--- src/rtl/data_sram_slave.sv ---
// 128 x 32 single-port SRAM slave with a post-reset zeroing sweep, combinational
// read port, sticky early-access flag and saturating access counters.
module data_sram_slave (
  input  logic        clk,
  input  logic        rst_n,
  input  logic        CEN,
  input  logic        WEN,
  input  logic        OEN,
  input  logic [6:0]  A,
  input  logic [31:0] D,
  output logic [31:0] Q,
  output logic        ready,
  output logic        init_err,
  output logic [15:0] rd_cnt,
  output logic [15:0] wr_cnt
);

  typedef enum logic {INIT, RUN} state_t;

  localparam logic [6:0]  LAST_ADDR = 7'd127;
  localparam logic [15:0] CNT_MAX   = 16'hFFFF;

  state_t      state, state_nxt;
  logic [6:0]  sweep_ptr, sweep_ptr_nxt;
  logic [31:0] mem [128];
  logic        run_wr, run_rd, init_acc;

  // NOTE: every always_comb output gets a default first so no path leaves it
  // unassigned; a missing default would infer a latch.
  always_comb begin
    state_nxt     = state;
    sweep_ptr_nxt = sweep_ptr;
    if (state == INIT) begin
      sweep_ptr_nxt = sweep_ptr + 7'd1;
      if (sweep_ptr == LAST_ADDR) state_nxt = RUN;
    end
  end

  assign run_wr   = (state == RUN)  && !CEN && !WEN;
  assign run_rd   = (state == RUN)  && !CEN &&  WEN && !OEN;
  assign init_acc = (state == INIT) && !CEN;
  assign ready    = (state == RUN);

  // Zero-latency read; the array is only read here, so write data never
  // reaches Q in the cycle it is presented.
  assign Q = run_rd ? mem[A] : 32'h0;

  // NOTE: sequential state uses non-blocking assignments so every register
  // samples the pre-edge values, independent of statement order.
  always_ff @(posedge clk or negedge rst_n) begin
    if (!rst_n) begin
      state     <= INIT;
      sweep_ptr <= 7'd0;
      init_err  <= 1'b0;
      rd_cnt    <= 16'd0;
      wr_cnt    <= 16'd0;
    end else begin
      state     <= state_nxt;
      sweep_ptr <= sweep_ptr_nxt;
      if (init_acc) init_err <= 1'b1;
      if (run_rd && rd_cnt != CNT_MAX) rd_cnt <= rd_cnt + 16'd1;
      if (run_wr && wr_cnt != CNT_MAX) wr_cnt <= wr_cnt + 16'd1;
    end
  end

  // NOTE: the array has no reset branch; the post-release sweep zeroes it, and
  // gating on rst_n drops any write landing while reset is held.
  always_ff @(posedge clk) begin
    if (rst_n) begin
      if (state == INIT)  mem[sweep_ptr] <= 32'h0;
      else if (run_wr)    mem[A]         <= D;
    end
  end

endmodule

--- config.mk ---
export PLATFORM = sky130hd
export DESIGN_NAME = data_sram_slave
export DESIGN_NICKNAME = d
export VERILOG_FILES = /design/src/rtl/data_sram_slave.sv
export SDC_FILE = /design/constraint.sdc
export NUM_CORES = 2
export LEC_CHECK = 0
export ABC_AREA = 1
export BUFFER_PORTS_ARGS = -buffer_cell sky130_fd_sc_hd__buf_2
export CORE_MARGIN = 5
export CORE_UTILIZATION = 35
export CTS_CLUSTER_SIZE = 10
export DETAILED_ROUTE_END_ITERATION = 12
export HOLD_SLACK_MARGIN = 0.05
export PLACE_DENSITY = 0.48
export SYNTH_ARGS = -nofsm -noshare
export SYNTH_HDL_FRONTEND = slang
export SYNTH_SLANG_ARGS = --single-unit
--- constraint.sdc ---
create_clock -name clk -period 9 [get_ports clk]
set_input_delay 1.8 -clock clk [delete_from_list [all_inputs] [get_ports clk]]
set_output_delay 1.8 -clock clk [all_outputs]
set_load 0.05 [all_outputs]
Word level (Yosys, flattened, before mapping) --
Memories as Yosys holds them, arrays and structs flattened. Cells that the tools add are included. Widths: inputs -> output; s select.
Word-level totals: memories 1, output and inout port bits 66, memory bits (writable) 4096, word-level logic and storage cells 37, register bits after elaboration 41, input bits 44
Memory list:
- mem | words 128, width 32, read ports 1, clocked after memory_dff 0, write ports 1, line 25 | logic [31:0] mem [128];
Cells by class: bitwise logic cells 1, muxes and demuxes 13, $add $sub $neg 3, equal/unequal tests 3, reduce and logical (&&, ||, !) cells 11
Operators by type and width (number):
- $mux 32 | 2
- $add 16x1->16 const B | 2
- $ne 16x16->1 const B | 2
- $reduce_or 32->1 | 1
- $mux 1 | 10
- $add 7x1->7 const B | 1
- $eq 7x7->1 const B | 1
- $logic_and 1x1->1 | 7
- $mux 7 | 1
- $logic_not 1->1 | 3
- $not 1->1 | 1

Depth between registers and ports, before layout --
depth after elaboration 9, mapped depth 15, mapped depth without buffers 12

Worst setup path before layout --
No wires, ideal clock.
path type input-to-reg, from in CEN, to mem mem[0][10], data pin, arrival 5.514 ns, path slack 2.689 ns, path buffers 2, stages on the path 5, setup time 0.798 ns, required time 8.202 ns, cell sequence nor3_4 nand2_4 buf_2 buf_1 nor2_1
Between the ends: cells in the longest elaborated chain, start to end 9
RTL lines:
- from (decl) | line 6 | input logic CEN,
- $logic_not 1->1 | line 39 | assign run_wr = (state == RUN) && !CEN && !WEN;
- $logic_and 1x1->1 (2 in series) | line 39
- $mux 1 | line 71 | else if (run_wr) mem[A] <= D;
- $mux 1 | line 70 | if (state == INIT) mem[sweep_ptr] <= 32'h0;
- $mux 1 | line 69 | if (rst_n) begin
- $mux 1 (implied by the code) | line 71
- $reduce_or 32->1 (no line)
- $mux 32 (no line)
- to (decl) | line 25
No other way between the ends.

Worst setup path after layout --
from in A[0], to out Q[31]
Between the ends: cells in the longest elaborated chain, start to end 2
RTL lines:
- from (decl) | line 9 | input logic [6:0] A,
- $mem_v2 128x32
- $mux 32 | line 46 | assign Q = run_rd ? mem[A] : 32'h0;
- to (decl) | line 11 | output logic [31:0] Q,
No other way between the ends.

==> results.md <==
Timing:
- Across the routed clock network, the largest skew measured is 0.0647 ns.
- The total setup violations reported at the end of the flow is 0.
- The worst slew margin relative to its limit is 17.4%.
- The worst path meets setup with 1.08 ns of slack.
- The final max-slew violation count is 0.
- Timing would allow up to 0.126 GHz.
- Setup total negative slack on the finished layout was measured at 0 ns.
- At the pin with the least slew margin, the transition time is 1.24 ns.
- The final-report hold violation count is 0.
- The routed design could run at a clock period as short as 7.92 ns.
- Setup repair after global routing left no endpoint under its margin.
- Dividing the final minimum period by the clock period gives 88.0%.

Routing:
- The initial detailed-routing violation count is 12.4k.
- The DRC violation count after routing is 0.
- The routed wire length is 554000 um.
- The detailed-routing iteration count for the pre-antenna-repair pass is 6.
- The per-cell via count in the routed design is 5.40.
- In this run the remaining antenna-violating nets after routing total 0.
- Dividing the detail-routed wire length by the instance count gives 27.3 um.
- The routed layout has ~110k vias.

CTS:
- TritonCTS built the clock tree.
- In this run the deepest clock path goes through 4 buffers.
- The number of buffers inserted for hold repair after clock tree synthesis is 0.
- The count of clock tree sinks is 4137.
- After clock tree synthesis, the clock-pin slew on the worst setup and hold paths is 0.06 ns.
- The count of instances resized after the clock tree is built is 0.
- The root buffer selected by CTS is clkbuf_16.
- The number of CTS-inserted buffers is 466.
- The deepest level of the CTS H-tree is 5.
- The clock latency on the worst-skew pair is approximately 1.0 ns.
- After clock tree synthesis, the setup repair step added 0 buffers.

Min path:
- The number of cells on the worst hold path is 1.
- The origin of the worst min-delay path is sweep_ptr[6].
- The path class of the tightest hold or removal check is reg2reg.

Critical path:
- The worst register-to-register path begins at ready.
- The critical path's slowest cell is nor2_1.
- The most critical setup path has its startpoint at A[0].
- For the worst setup path, the data arrival time is 6.12 ns.
- The start-to-end type of the worst setup path is in2out.
- The largest fanout on the critical path is 96.
- The depth of the critical timing path with buffers and inverters included is 14.
- STA classifies the critical path endpoint as an output pin.
- On the worst path, the slowest cell contributes a delay of approximately 0.73 ns.
- The critical path goes through buf_12 -> inv_8 -> buf_12 -> nand2_1 -> nand3_1 -> nand3_1 -> nand3_1 -> nand3_1 -> nand2_1 -> nand2_1 -> nand2_1 -> nor2_1 -> nor2_1 -> buf_12.
- The logic depth of the worst register-to-register path is 9.
- STA puts the critical path data required time at 7.20 ns.
- For flop-to-flop paths, the worst setup slack is between 3 and 4 ns.
- The critical path contains buffers and inverters numbering 4 combined.
- The cell family contributing the most delay on the critical path is simple AND/OR/NAND/NOR gates.
- STA classifies the critical path startpoint as an input port.

Logic synthesis:
- The synthesized area is around 170000 um^2.
- The synthesized instance count is roughly 14k.
- Counting every net in the synthesized netlist gives 13.9k.
- Ranked by total cell area, the synthesized netlist is headed by edfxtp_1 (74%), nand3_1 (12%), nand2_1 (10%), clkbuf_1 (1.4%), dfrtp_1 (0.62%).
- The largest total area in the synthesized netlist belongs to edfxtp_1.
- Counting flops and latches in the post-synthesis netlist gives 4137.
- Counting distinct cell types in the post-synthesis netlist gives 29.
- For this run, the register share of the synthesized area comes to roughly three quarters.
- For this run, the number of Yosys warnings is 0.
- In this run the mean area of a mapped cell was 12.0 um^2.
- Summed over its instances, the top area cell type makes up 74.2% of the synthesized netlist area.

Floorplanning:
- Row generation in the floorplan step produced between 200 and 300 rows.
- The die covers between 400000 and 500000 um^2.
- The vertical die dimension is 698 um.
- In this run the count of I/O pins placed on the die edge is 110.
- The width of the chip is 698 um.
- The core outline area is about 470000 um^2.
- The effective utilization at floorplan is 35.2%.

Global route:
- The global-route usage over all layers is 21.9%.
- The number of global-route vias before repair came to approximately 100k.
- The number of antenna violations at the first check in global routing is 33.
- The wire length of the first global-routing pass is 785000 um.
- Global routing finished with a remaining overflow of 0.
- Entering global routing, the biggest net connects 148 pins.

Flow run:
- The number of maximum-capacitance violations is 0.

Place:
- Buffers placed on the I/O ports in this run total 109.
- Before CTS, the worst setup slack after placement is between 1 and 1.5 ns.
- The congestion estimate from routability-driven global placement came to 0.803.
- The HPWL reported at the end of detailed placement is 299000 um.
- Once placement finished, the instance area stood at 176000 um^2.

Pwr:
- The worst voltage drop across the vdd grid is 0.000161 V.
- The analysis attributes to cell leakage a power of between 60 and 70 nW.
- In this run the power density over the cells is about 210 nW/um^2.

Cells and area:
- The layout net count is 13.9k.
- Compared with the post-synthesis result, the final layout area differs by 14.0%.
- The core utilization of the finished layout is 40.1%.
- The fraction of final layout cells with drive strength greater than 1 is 8.53%.
- After routing the design area is 189000 um^2.
- Fill cells in the final layout number ~45k.

Status:
- The flow ran to the end, and the final reports show no timing, DRC or antenna violations.
-- final timing paths --
path	end
setup reg to reg	mem[18][14]
hold / removal	sweep_ptr[6]
max in group asynchronous	rd_cnt[0]
hold reg to reg	sweep_ptr[6]
min in group asynchronous	ready
setup / recovery	Q[31]
-- report_power, final --
part	internal, W	switching (W)	total [W]	leakage, nW
logic	0.000472	0.00149	0.00196	19.1
registers	0.0209	0.00000174	0.0209	43.4
clock network	0.00947	0.00747	0.0169	6.22
total	0.0308	0.00896	0.0398	68.7
-- layer usage --
layer  vias up  routed length, um  track usage, %
met1     55700             251000            32.7
met5         -                 27               0
met3       735              40800            3.25
met2      4003             247000            33.4
li1      49100                  -               -
met4         6              15400            5.84
-- cell usage in the layout, fill, tap and decap left out, types with 6 or more instances in the layout --
cell type  instances
nand3_1         3887
inv_6              7
buf_4            307
xor2_1            24
dfrtp_1           41
nand2_1         4464
diode_2           15
xnor2_1           12
clkbuf_16        470
nor3_1            15
nand4_1            6
clkbuf_1         112
buf_2             72
edfxtp_1        4096
clkinv_8           6
inv_1             71
clkbuf_8           7
nand2_2           16
nor2_4           164
buf_12           107
clkinv_16          6
nor2_1            92
o21ai_2            6
clkinv_1          16
-- worst register-to-register path, cell delays in order, from the launching register on --
cell,delay [ns]
dfrtp_1,0.55
inv_2,0.17
nor3_4,0.70
nand2_4,0.48
o21ai_2,0.38
inv_1,0.10
nor2_1,0.38
nand2_1,0.62
nor2_4,1.14
buf_4,0.48
-- metrics by stage --
stage          instances  hold slack (ns)  power [W]
2_1_floorplan      13800            0.442     0.0224
3_3_place_gp       19600            0.455     0.0232
3_5_place_dp       19600            0.465     0.0232
4_1_cts            20300            0.477     0.0401
5_1_grt            20300            0.494     0.0410
6_report           20300            0.477     0.0398
-- cell families after synthesis --
family / synth area share (%)
flip-flops: 74.8
AND/OR/NAND/NOR: 22.6
AO/OA/AOI/OAI: 0.0453
XOR/XNOR: 0.190
adder cells (fa/ha/maj): 0.0226
multiplexers: 0.00679
buffers and inverters: 2.35
-- flip-flops by register name (all words and copies together), names as in the netlist --
signal	count
mem	4096
ready	1
init_err	1
wr_cnt	16
sweep_ptr	7
rd_cnt	16
-- cell usage after synthesis --
master,count
dfrtp_1,41
clkbuf_1,603
clkinv_1,1
xnor2_1,12
nor3_1,15
buf_2,133
inv_2,5
nand2_1,4472
inv_1,74
xor2_1,24
o21ai_0,2
nand2_4,1
o21bai_1,1
ha_1,3
nand4_1,6
nand2_2,8
or2_2,1
buf_1,180
o21ai_1,1
o21ai_2,6
edfxtp_1,4096
nor2_4,3
mux2_2,1
nor2_1,252
nor4_1,1
nand3_1,3887
nor2_2,3
nor3_4,1
nand3_2,1
-- cell type report --
type | instances | area [um^2] | area share, %
Clock inverter | 44 | 573 | 0.303
Timing Repair Buffer | 490 | 4860 | 2.57
Antenna cell | 15 | 37.5 | 0.0199
Inverter | 80 | 337 | 0.178
Clock buffer | 589 | 12300 | 6.50
Multi-Input combinational cell | 8701 | 39100 | 20.7
Tap cell | 6223 | 7790 | 4.12
Sequential cell | 4137 | 124000 | 65.6
Note: power is estimated with default switching activity, not from simulation.
